### src/rtl/calc_pkg.sv
// rtl/calc_pkg.sv - shared encodings, widths and FSM state type for the calc port responder
package calc_pkg;

    localparam int DATA_W = 32;

    localparam logic [3:0] CMD_NOP = 4'd0;
    localparam logic [3:0] CMD_ADD = 4'd1;
    localparam logic [3:0] CMD_SUB = 4'd2;
    localparam logic [3:0] CMD_SHL = 4'd5;
    localparam logic [3:0] CMD_SHR = 4'd6;

    localparam logic [1:0] RESP_NONE = 2'd0;
    localparam logic [1:0] RESP_OK   = 2'd1;
    localparam logic [1:0] RESP_ERR  = 2'd2;

    typedef enum logic [1:0] {
        ST_IDLE = 2'd0,
        ST_OP2  = 2'd1,
        ST_EXEC = 2'd2,
        ST_RESP = 2'd3
    } state_e;

endpackage

### src/rtl/calc_port_responder_if.sv
// rtl/calc_port_responder_if.sv - command/response port bundle for the calc port responder
interface calc_port_responder_if;
    import calc_pkg::*;

    logic [3:0]        req_cmd_in;
    logic [DATA_W-1:0] req_data_in;
    logic [1:0]        out_resp;
    logic [DATA_W-1:0] out_data;
    logic              busy;

    modport slave (
        input  req_cmd_in,
        input  req_data_in,
        output out_resp,
        output out_data,
        output busy
    );

    modport master (
        output req_cmd_in,
        output req_data_in,
        input  out_resp,
        input  out_data,
        input  busy
    );

endinterface

### src/rtl/calc_alu.sv
// rtl/calc_alu.sv - combinational add/sub/shift unit with error flag
module calc_alu
    import calc_pkg::*;
(
    input  logic [3:0]        cmd,
    input  logic [DATA_W-1:0] op1,
    input  logic [DATA_W-1:0] op2,
    output logic [DATA_W-1:0] result,
    output logic              err
);

    logic [DATA_W:0] sum;

    assign sum = {1'b0, op1} + {1'b0, op2};

    // Select the operation; any error forces the result to zero.
    always_comb begin
        result = '0;
        err    = 1'b0;
        unique case (cmd)
            CMD_ADD: begin
                if (sum[DATA_W]) err = 1'b1;
                else             result = sum[DATA_W-1:0];
            end
            CMD_SUB: begin
                if (op2 > op1) err = 1'b1;
                else           result = op1 - op2;
            end
            CMD_SHL: result = op1 << op2[4:0];
            CMD_SHR: result = op1 >> op2[4:0];
            default: err = 1'b1;
        endcase
    end

endmodule

### src/rtl/calc_port_responder.sv
// rtl/calc_port_responder.sv - two-beat command port with fixed-latency registered response
module calc_port_responder
    import calc_pkg::*;
#(
    parameter int LATENCY = 3
) (
    input  logic                  c_clk,
    input  logic                  reset,
    calc_port_responder_if.slave  bus
);

    localparam logic [3:0] CNT_LOAD = 4'(LATENCY - 1);

    state_e            state_q, state_d;
    logic [3:0]        cmd_q, cmd_d;
    logic [DATA_W-1:0] op1_q, op1_d;
    logic [DATA_W-1:0] op2_q, op2_d;
    logic [3:0]        cnt_q, cnt_d;
    logic [1:0]        resp_q, resp_d;
    logic [DATA_W-1:0] data_q, data_d;
    logic              busy_q, busy_d;

    logic [DATA_W-1:0] alu_result;
    logic              alu_err;

    // The ALU only ever sees latched operands, so late input changes cannot leak in.
    calc_alu u_alu (
        .cmd    (cmd_q),
        .op1    (op1_q),
        .op2    (op2_q),
        .result (alu_result),
        .err    (alu_err)
    );

    // Next-state, operand capture, latency countdown and response generation.
    always_comb begin
        state_d = state_q;
        cmd_d   = cmd_q;
        op1_d   = op1_q;
        op2_d   = op2_q;
        cnt_d   = cnt_q;
        resp_d  = RESP_NONE;
        data_d  = '0;
        unique case (state_q)
            ST_IDLE: begin
                if (bus.req_cmd_in != CMD_NOP) begin
                    cmd_d   = bus.req_cmd_in;
                    op1_d   = bus.req_data_in;
                    state_d = ST_OP2;
                end
            end
            ST_OP2: begin
                op2_d   = bus.req_data_in;
                cnt_d   = CNT_LOAD;
                state_d = ST_EXEC;
            end
            ST_EXEC: begin
                if (cnt_q == 4'd0) begin
                    state_d = ST_RESP;
                    resp_d  = alu_err ? RESP_ERR : RESP_OK;
                    data_d  = alu_err ? '0 : alu_result;
                end else begin
                    cnt_d = cnt_q - 4'd1;
                end
            end
            ST_RESP: state_d = ST_IDLE;
            default: state_d = ST_IDLE;
        endcase
        busy_d = (state_d != ST_IDLE);
    end

    // State and output registers; reset clears everything and drops any pending work.
    always_ff @(posedge c_clk) begin
        if (reset) begin
            state_q <= ST_IDLE;
            cmd_q   <= '0;
            op1_q   <= '0;
            op2_q   <= '0;
            cnt_q   <= '0;
            resp_q  <= RESP_NONE;
            data_q  <= '0;
            busy_q  <= 1'b0;
        end else begin
            state_q <= state_d;
            cmd_q   <= cmd_d;
            op1_q   <= op1_d;
            op2_q   <= op2_d;
            cnt_q   <= cnt_d;
            resp_q  <= resp_d;
            data_q  <= data_d;
            busy_q  <= busy_d;
        end
    end

    assign bus.out_resp = resp_q;
    assign bus.out_data = data_q;
    assign bus.busy     = busy_q;

endmodule

### src/flat_wrapper.sv
// flat-port wrapper written by rule: the top's interface ports become plain ports
module calc_port_responder_flat import calc_pkg::*;
#(
    parameter int LATENCY = 3
)
  (c_clk, reset, bus_req_cmd_in, bus_req_data_in, bus_out_resp, bus_out_data, bus_busy);
  calc_port_responder_if bus_i ();
  input  logic c_clk;
  input  logic reset;
  input wire logic [$bits(bus_i.req_cmd_in)-1:0] bus_req_cmd_in;
  input wire logic [$bits(bus_i.req_data_in)-1:0] bus_req_data_in;
  output wire logic [$bits(bus_i.out_resp)-1:0] bus_out_resp;
  output wire logic [$bits(bus_i.out_data)-1:0] bus_out_data;
  output wire logic [$bits(bus_i.busy)-1:0] bus_busy;
  assign bus_i.req_cmd_in = bus_req_cmd_in;
  assign bus_i.req_data_in = bus_req_data_in;
  assign bus_out_resp = bus_i.out_resp;
  assign bus_out_data = bus_i.out_data;
  assign bus_busy = bus_i.busy;
  calc_port_responder #(.LATENCY(LATENCY)) u_core (.c_clk(c_clk), .reset(reset), .bus(bus_i));
endmodule
### config.mk
export PLATFORM = sky130hd
export DESIGN_NAME = calc_port_responder_flat
export DESIGN_NICKNAME = d
export VERILOG_FILES = /design/src/rtl/calc_pkg.sv /design/src/rtl/calc_port_responder_if.sv /design/src/rtl/calc_alu.sv /design/src/rtl/calc_port_responder.sv /design/src/flat_wrapper.sv
export SDC_FILE = /design/constraint.sdc
export NUM_CORES = 1
export LEC_CHECK = 0
export ABC_AREA = 1
export CORE_ASPECT_RATIO = 1.75
export CORE_MARGIN = 1
export CORE_UTILIZATION = 25
export CTS_BUF_LIST = sky130_fd_sc_hd__clkbuf_4 sky130_fd_sc_hd__clkbuf_8
export DETAILED_ROUTE_END_ITERATION = 10
export HOLD_SLACK_MARGIN = 0.15
export PLACE_DENSITY = 0.38
export SYNTH_ARGS = -nofsm -noshare
export SYNTH_HDL_FRONTEND = slang
export SYNTH_SLANG_ARGS = --single-unit
### constraint.sdc
create_clock -name c_clk -period 2.6 [get_ports c_clk]
set_input_delay 0.39 -clock c_clk [delete_from_list [all_inputs] [get_ports c_clk]]
set_output_delay 0.39 -clock c_clk [all_outputs]
set_load 0.01 [all_outputs]
Word level (Yosys, flattened, before mapping)

Cells that the tools add are included.

Order comparisons: 1
Bitwise operators: 2
Add/sub/neg operators: 3
Mux-type cells: 12
Shift operators: 2
Equality and inequality tests: 8
Reduce and logical (&&, ||, !) cells: 10

Operators with widths:

| operator                                          | count |
|---|---|
| one-hot mux 32 bit (4 select lines)               | 1 |
| two-way mux 32 bit                                | 2 |
| adder 32 x 32 -> 33 bit                           | 1 |
| > comparator 32 bit                               | 1 |
| left shift 32 x 5 -> 32 bit                       | 1 |
| right shift 32 x 5 -> 32 bit                      | 1 |
| subtractor 32 bit                                 | 1 |
| == test 4 x 3 -> 1 bit (second input constant)    | 2 |
| one-hot mux 2 bit (4 select lines)                | 1 |
| one-hot mux 4 bit (2 select lines)                | 1 |
| two-way mux 2 bit                                 | 3 |
| == test 2 bit (second input constant)             | 2 |
| == test 4 x 1 -> 1 bit (second input constant)    | 1 |
| == test 4 x 2 -> 1 bit (second input constant)    | 1 |
| logical NOT 4 bit                                 | 1 |
| two-way mux 4 bit                                 | 1 |
| AND reduction 2 bit                               | 2 |
| nonzero test 2 bit                                | 2 |
| nonzero test 4 bit                                | 1 |
| OR reduction 4 bit                                | 1 |
| subtractor 4 x 1 -> 4 bit (second input constant) | 1 |
| one-hot mux 1 bit (3 select lines)                | 1 |
| OR reduction 3 bit                                | 1 |
| == test 2 x 1 -> 1 bit (second input constant)    | 1 |
| other kinds (5)                                   | 7 |

Word-level logic and storage cells: 46
Register bits after elaboration: 109
Input bits: 38
Output and inout port bits: 35

Depth between registers and ports, before layout

Gate-level depths: netlist (run 1).

Depth after elaboration: 4
Depth in mapped cells: 19
Gate-level depth less buffers: 17

Modules after synthesis

A second synthesis (run 1) with hierarchy kept.

Cell total of the unflattened synthesis: 2371
Area, all modules: 12937.4 µm²

By module, submodules not included:

| module              | cells each | instances | sequential area each (µm²) | area each (µm²) |
|---|---|---|---|---|
| calc_alu            | 1908       | 1         | 0.0                        | 9067.4 |
| calc_port_responder | 463        | 1         | 2182.1                     | 3870.0 |

Least setup slack after synthesis (run 1)

No wires, ideal clock.

Kind: reg2reg
Start: register u_core.op2_q[3]
End: register u_core.data_q[10] (netlist: u_core.bus.out_data[10])
Setup slack: 0.027 ns
Stages on the path, launching flop included: 19
Period minus slack after synthesis: 2.573 ns
Arrival time: 2.456 ns
Library setup time: 0.118 ns
Data required time: 2.482 ns
Cells stage by stage: dfxtp_1 -> inv_2 -> clkbuf_1 -> buf_1 -> ha_1 -> buf_4 -> nor2_1 -> nand2_1 -> nand3_1 -> nand2_2 -> nand2_2 -> nand2_2 -> nand2_1 -> nand2_1 -> nand3b_1 -> nand2_2 -> nand3_4 -> buf_6 -> nor2_2

Longest elaborated chain between the ends: 4
Elaborated cells between the ends (all ways): 12

Ends and longest elaborated chain:

| what                                                                  | RTL line                       | RTL |
|---|---|---|
| start, declared                                                       | calc_port_responder.sv:17      | `logic [DATA_W-1:0] op2_q, op2_d;` |
| start signal, assigned                                                | calc_port_responder.sv:87      | `op2_q <= op2_d;` |
| adder 32 x 32 -> 33 bit / > comparator 32 bit (equally long branches) | calc_alu.sv:14, calc_alu.sv:26 |  |
| two-way mux 1 bit, on equally long branches                           | calc_alu.sv:22, calc_alu.sv:26 |  |
| one-hot mux 1 bit (3 select lines)                                    | calc_alu.sv:20                 | `unique case (cmd)` |
| OR reduction 4 bit (no source line)                                   | n/a                            |  |
| end signal, assigned                                                  | calc_port_responder.sv:90      | `data_q <= data_d;` |
| end, declared                                                         | calc_port_responder.sv:20      | `logic [DATA_W-1:0] data_q, data_d;` |

Parallel ways exist; a longest one is shown, timed or not.
A chain may end at the register's enable or synchronous reset.

Final worst setup path (run 1)

Start: register u_core.op1_q[0]
End: register u_core.data_q[29] (netlist: u_core.bus.out_data[29])

Longest elaborated chain between the ends: 4
Elaborated cells between the ends (all ways): 12

Ends and longest elaborated chain:

| what                                                                  | RTL line                       | RTL |
|---|---|---|
| start, declared                                                       | calc_port_responder.sv:16      | `logic [DATA_W-1:0] op1_q, op1_d;` |
| start signal, assigned                                                | calc_port_responder.sv:86      | `op1_q <= op1_d;` |
| adder 32 x 32 -> 33 bit / > comparator 32 bit (equally long branches) | calc_alu.sv:14, calc_alu.sv:26 |  |
| two-way mux 1 bit, on equally long branches                           | calc_alu.sv:22, calc_alu.sv:26 |  |
| one-hot mux 1 bit (3 select lines)                                    | calc_alu.sv:20                 |  |
| OR reduction 4 bit (no source line)                                   | n/a                            |  |

Parallel ways exist; a longest one is shown, timed or not.

==> results of run 1 <==
stage by stage:
stage / instance area [um2] / hold slack (ns) / setup slack, ns
2_1_floorplan: 12200 / 0.426 / 0.0266
3_3_place_gp: 14700 / 0.443 / -0.366
3_5_place_dp: 14700 / 0.443 / -0.352
4_1_cts: 14900 / 0.445 / 0.00537
5_1_grt: 15200 / 0.485 / -0.00689
6_report: 15200 / 0.460 / 0.0775
cells in the final DEF (no fill, tap or decap), types with 7 or more instances in the layout:
cell             instances
nand2_1                652
nand3_1                310
inv_1                  305
nor2_1                 251
buf_4                  166
a21oi_1                133
o21ai_0                127
dfxtp_1                103
clkdlybuf4s50_1         72
ha_1                    52
nor2_2                  27
o211ai_1                24
nor3_1                  18
buf_12                  15
ha_2                    14
and2_1                  13
nand2_2                 11
nand4_1                 11
nand3_2                  9
clkbuf_8                 9
inv_2                    8
o21ai_1                  7
o21bai_1                 7
per-layer routing:
layer  wire length (um)  vias to the layer above  share of wire  global-route usage
met2              38200                      508           0.52               0.560
met5                  0                        -              0                   0
met4               9380                        0           0.13               0.316
li1                   -                     7477              -                   -
met3               2480                      230          0.034              0.0320
met1              22700                     7038           0.31               0.251
repair_timing:
item,4_1_cts,5_1_grt
endpoints found under the setup margin,34,34
hold buffers,0,0
gates resized for setup,15,48
gates cloned,0,4
buffers inserted,1,5
pin swaps,0,5
worst paths after layout:
path	from	to	slack, ns
hold reg to reg	u_core.cnt_q[0]	u_core.cnt_q[0]	0.46
setup / recovery	u_core.op1_q[0]	u_core.bus.out_data[29]	0.08
hold / removal	u_core.cnt_q[0]	u_core.cnt_q[0]	0.46
setup reg to reg	u_core.op1_q[0]	u_core.bus.out_data[29]	0.08
worst max-delay path: cells and delay by family (launching register included):
| family | cells | cell delay [ns] |
|---|---|---|
| simple gates | 10 | 1.05 |
| buf+inv | 3 | 0.41 |
| flops | 1 | 0.39 |
| fa+ha+maj | 2 | 0.60 |
flip-flops by register name, indices dropped and copies added, names as in the netlist:
signal	count
u_core.op2_q	32
u_core.op1_q	32
u_core.bus.out_data	32
u_core.cmd_q	4
u_core.bus.out_resp	2
u_core.cnt_q	4
u_core.bus.busy	1
u_core.state_q	2
logic make-up after synthesis:
group / share of synthesized area
DFF: 0.179
xor gates and xnor gates: 0.00287
and+or+nand+nor: 0.456
adders and majority gates: 0.0762
AOI/OAI and AO/OA: 0.144
buffers and inverters: 0.143
power groups by stage:
stage	clock network (W)	logic [W]	registers [W]
after floorplan	0	0.00664	0.00227
after global placement	0	0.0120	0.00229
after detailed placement	0	0.0120	0.00229
after CTS	0.00132	0.0121	0.00226
after global routing	0.00135	0.0135	0.00230
final	0.00126	0.0124	0.00227
area by class of cell:
type / count / share of cell area
Antenna cell: 1 / 0.000164
Clock buffer: 9 / 0.00813
Timing Repair Buffer: 257 / 0.154
Clock inverter: 7 / 0.00567
Tap cell: 648 / 0.0532
Sequential cell: 109 / 0.144
Multi-Input combinational cell: 1720 / 0.557
Inverter: 313 / 0.0771
==> impl_metrics.tcl, run 1 <==
set metrics [dict create \
    vias_per_cell 4.98 \
    area_growth_pct 25.0 \
    critPathArrivalTime_ns 2.93 \
    reg2reg_depth 15 \
    clkTransAtPathRegs_ns 0.16 \
    start_util 0.254 \
    clock-sinks 109 \
    p_comb_frac 0.779 \
    p_total_w 0.0160 \
    die_h_um 294 \
    grt_pass1_vias 15300 \
    whs_path_depth 1 \
    n_fill_cell 5616 \
    drcViolationCount 0 \
    crit_path_top_delay_cell "fa_2" \
    crit_type "register to register" \
    switching_share 0.594 \
    max-clock-path-buffers 2 \
    cts_buffers 9 \
    cpPeakStageDelay_ns 0.42 \
    core-area_mm2 0.0480 \
    max-cap-violations 0 \
    synth-seq-cells 109 \
    routabilityCongestion 0.970 \
    clock.fmax_ghz 0.396 \
    dp_cells 3037 \
    finClkSkew_ns 0.0326 \
    grt_max_degree 70 \
    leakagePower_nw 7.75 \
    layout-drive-gt1-share 0.123 \
    period_minus_slack_ns 2.52 \
    synth_commonest_cells "655 x nand2_1, 319 x nand3_1, 307 x inv_1" \
    clk_latency_ns 0.49 \
    ant_nets 0 \
    synth_nets 2367 \
    postSynthCellCount 2256 \
    nNetsFinal 2521 \
    ctsHtreeMaxLevel 3 \
    rows 106 \
    avgSynthCellArea_um2 5.40 \
    multi_input_area_mm2 0.00849 \
    cp-end-kind "register" \
    ir_worst_vdd_mv 0.474 \
    hold_violations 0 \
    async_flop_share 0 \
    finalSetupViolations 0 \
    path_max_fanout 8 \
    dieArea_mm2 0.0497 \
    vias 15300 \
    crit_chain "inv_1 -> ha_2 -> fa_2 -> inv_2 -> nand3_2 -> nand3_2 -> nand2_1 -> nand2_2 -> nand2_2 -> nand3_2 -> nand3_1 -> nand2_2 -> nand3_4 -> clkbuf_16 -> nor2_2" \
    wirelength_um 72800 \
    clockPowerShare 0.079 \
    pwr-share-seq 0.142 \
    wl_per_cell_um 23.7 \
    num_io_pins 73 \
    pwr_density_cell_mw_per_mm2 1050 \
    cellInternalPower_w 0.00648 \
    worstPathRequired_ns 3.01 \
    yosysUniqueCellTypes 43 \
    io_buffers 72 \
    synth_area_leaders "nand2_1 20%, dfxtp_1 18%, nand3_1 13%" \
    hpwl_um 60300 \
    clock-root-buffer "clkbuf_8" \
    p_switching_w 0.00947 \
    synth_top_area_share 0.202 \
    synth_edf_count 0 \
    register_area_mm2 0.00219 \
    finish.utilization 0.317 \
    first_pass_iters 5 \
    ys_seq_area_frac 0.179 \
    min-delay-path-class "register to register" \
    fin_cells 3064 \
    antenna_found_initial 1 \
    worstMarginPinSlew_ns 1.00 \
    fin_tns_setup_ns 0 \
    synth_flop_cell "dfxtp_1" \
    first_iter_violations 992 \
    die-width_um 169 \
    start_kind "register" \
    grt_first_pass_wirelength_um 102000 \
    yosysWarnings 0 \
    timing.final.crit_share 0.970 \
    grtUsageTotal 0.293 \
    slew_violations 0 \
    synth_top_area_cell "nand2_1" \
    grt_overflow 0 \
    yosysMostFrequentCell "nand2_1" \
    relSlewSlack 0.325 \
    cts_tree "built" \
    run_status "finished, final reports clean" \
    syn_area_mm2 0.0122 \
]
Power figures use the tool's default switching activity.
==> inputs of run 2 (changes only) <==
--- a/config.mk
+++ b/config.mk
@@ -11,8 +11,9 @@
 export CORE_UTILIZATION = 25
 export CTS_BUF_LIST = sky130_fd_sc_hd__clkbuf_4 sky130_fd_sc_hd__clkbuf_8
 export DETAILED_ROUTE_END_ITERATION = 10
+export DONT_BUFFER_PORTS = 1
 export HOLD_SLACK_MARGIN = 0.15
-export PLACE_DENSITY = 0.38
+export PLACE_DENSITY = 0.34
 export SYNTH_ARGS = -nofsm -noshare
 export SYNTH_HDL_FRONTEND = slang
 export SYNTH_SLANG_ARGS = --single-unit
==> constraint.sdc (replaced) <==
create_clock -name c_clk -period 2.8 [get_ports c_clk]
set_input_delay 0.42 -clock c_clk [delete_from_list [all_inputs] [get_ports c_clk]]
set_output_delay 0.42 -clock c_clk [all_outputs]
set_load 0.01 [all_outputs]
==> run 2 against run 1 <==
  * Worst hold slack got worse by 0.29 ns
  * Maximum frequency decreased by 6.1%
  * Cell count decreased by 3.7%
  * Final area decreased by 8.3%
  * Via count decreased by 4.7%
  * Total power decreased by 14%
  * Sequential power decreased by 6%
  * Global-route usage decreased by 0.86 points
  * Routed wire length decreased by 4.3%
  * Critical path type unchanged
==> impl_metrics.tcl, run 2 (synthesis results as in run 1) <==
set metrics [dict create \
    path_max_fanout 8 \
    min-delay-path-class "input port to register" \
    leakagePower_nw 7.20 \
    rows 106 \
    run_status "finished, final reports clean" \
    crit_type "register to register" \
    pwr_density_cell_mw_per_mm2 977 \
    crit_path_top_delay_cell "ha_1" \
    holdWs_ns 0.173 \
    area_growth_pct 14.6 \
    wl_per_cell_um 23.6 \
    clock.fmax_ghz 0.372 \
    clock-root-buffer "clkbuf_8" \
    ir_worst_vdd_mv 0.283 \
    grt_pass1_vias 14500 \
    vias 14500 \
    io_buffers 0 \
    ctsHtreeMaxLevel 3 \
    routabilityCongestion 0.969 \
    start_kind "register" \
    antenna_found_initial 1 \
    setup_ws_ns 0.114 \
    crit_chain "inv_1 -> ha_1 -> buf_4 -> nand2_1 -> inv_1 -> nand2_1 -> nor3_1 -> nand2_1 -> nand2_1 -> a21oi_1 -> o21ai_0 -> nand3_1 -> nor2_1 -> buf_4 -> nor2_2" \
    finalSetupViolations 0 \
    core-area_mm2 0.0480 \
    path_depth 15 \
    worstMarginPinSlew_ns 0.798 \
    relSlewSlack 0.465 \
    cpPeakStageDelay_ns 0.52 \
    first_iter_violations 919 \
    clkTransAtPathRegs_ns 0.15 \
    hp-start "bus_req_data_in[8]" \
    cts_buffers 9 \
    cp-end-kind "register" \
    hpwl_um 58700 \
    r2r_start "u_core.op2_q[8]" \
    cts_tree "built" \
    clk_latency_ns 0.48 \
    dieArea_mm2 0.0497 \
    num_io_pins 73 \
    die_h_um 294 \
    grtUsageTotal 0.285 \
    layout-drive-gt1-share 0.0765 \
    die-width_um 169 \
    rsz0062_at_grt "no" \
    worstPathRequired_ns 3.17 \
    cp_common_cell "nand2_1" \
    crit_buf_inv 4 \
    period_minus_slack_ns 2.69 \
    crit_start "u_core.op2_q[8]" \
    max-clock-path-buffers 2 \
    max-cap-violations 0 \
    final_common_cell "nand2_1" \
    path_delay_family "simple AND/OR/NAND/NOR gates" \
    vias_per_cell 4.93 \
    layout_common_cells "655 x nand2_1, 318 x nand3_1, 306 x inv_1" \
    timing.final.crit_share 0.959 \
    critPathArrivalTime_ns 3.06 \
    p_total_w 0.0136 \
    whs_path_depth 2 \
    start_util 0.254 \
    wirelength_um 69600 \
    drcViolationCount 0 \
    slew_violations 0 \
    clock-sinks 109 \
    nNetsFinal 2407 \
    grt_first_pass_wirelength_um 98700 \
    fin_tns_setup_ns 0 \
    grt_max_degree 70 \
    dp_worst_setup_slack_ns 0.136 \
    ant_nets 0 \
    grt_overflow 0 \
    reg2reg_depth 15 \
    finClkSkew_ns 0.0284 \
    first_pass_iters 5 \
    hold_violations 0 \
]
==> run 2: cell types whose count changed in the layout (fill, tap and decap cells not counted), sizes merged <==
cell and change:
clkbuf -3, buf -73, clkinvlp -2, dlygate4sd3 +34, clkdlybuf4s50 -72, clkinv +1
inv +1
==> run 2: power by group <==
group / leakage [nW] / total [W] / switching, W / internal, W
Clock: 0.107 / 0.00115 / 0.000788 / 0.000363
Sequential: 0.897 / 0.00214 / 0.000281 / 0.00186
Combinational: 6.20 / 0.0104 / 0.00727 / 0.00309
Total: 7.20 / 0.0136 / 0.00833 / 0.00531
==> run 2: area by class of cell <==
type / instances / area [um2]
tap: 648 / 811
sequential: 109 / 2190
clock inverter: 7 / 82.6
timing repair buffer: 143 / 1280
multi-input combinational: 1720 / 8300
fill: 5660 / 34000
clock buffer: 9 / 124
inverter: 313 / 1170
antenna: 1 / 2.50
==> run 2: per-layer routing <==
metal / vias to the layer above / global-route usage / part of all wire
met4: 0 / 0.283 / 0.11
li1: 7246 / - / -
met1: 6742 / 0.255 / 0.33
met2: 384 / 0.549 / 0.54
met5: - / 0 / 0
met3: 161 / 0.0203 / 0.024
==> run 2: worst paths after layout <==
| check | to | slack (ns) |
|---|---|---|
| max | u_core.bus.out_data[15] | 0.11 |
| min | u_core.op2_q[8] | 0.17 |
| max reg2reg | u_core.bus.out_data[15] | 0.11 |
| min reg2reg | u_core.cnt_q[0] | 0.47 |
==> run 2: stage by stage <==
| step | cells | util | cell area [um2] |
|---|---|---|---|
| floorplan | 2256 | - | 12200 |
| global placement | 2899 | 0.279 | 13400 |
| detailed placement | 2899 | 0.279 | 13400 |
| CTS | 2949 | 0.290 | 13900 |
| global route | 2950 | 0.291 | 14000 |
| finish | 2950 | 0.291 | 14000 |
==> run 2: what timing repair did <==
| action | 4_1_cts | 5_1_grt |
|---|---|---|
| endpoints found under the setup margin | 0 | 22 |
| setup buffers | 0 | 0 |
| gates resized for setup | 0 | 9 |
| hold endpoints to repair | 59 | 0 |
| hold buffers | 34 | 0 |
==> inputs of run 3 (changes only) <==
--- a/config.mk
+++ b/config.mk
@@ -12,6 +12,7 @@
 export CTS_BUF_LIST = sky130_fd_sc_hd__clkbuf_4 sky130_fd_sc_hd__clkbuf_8
 export DETAILED_ROUTE_END_ITERATION = 10
 export DONT_BUFFER_PORTS = 1
+export GPL_ROUTABILITY_DRIVEN = 1
 export HOLD_SLACK_MARGIN = 0.15
 export PLACE_DENSITY = 0.34
 export SYNTH_ARGS = -nofsm -noshare
==> results of run 3 <==
No change in the layout: final DEF, timing and power equal those of run 2.
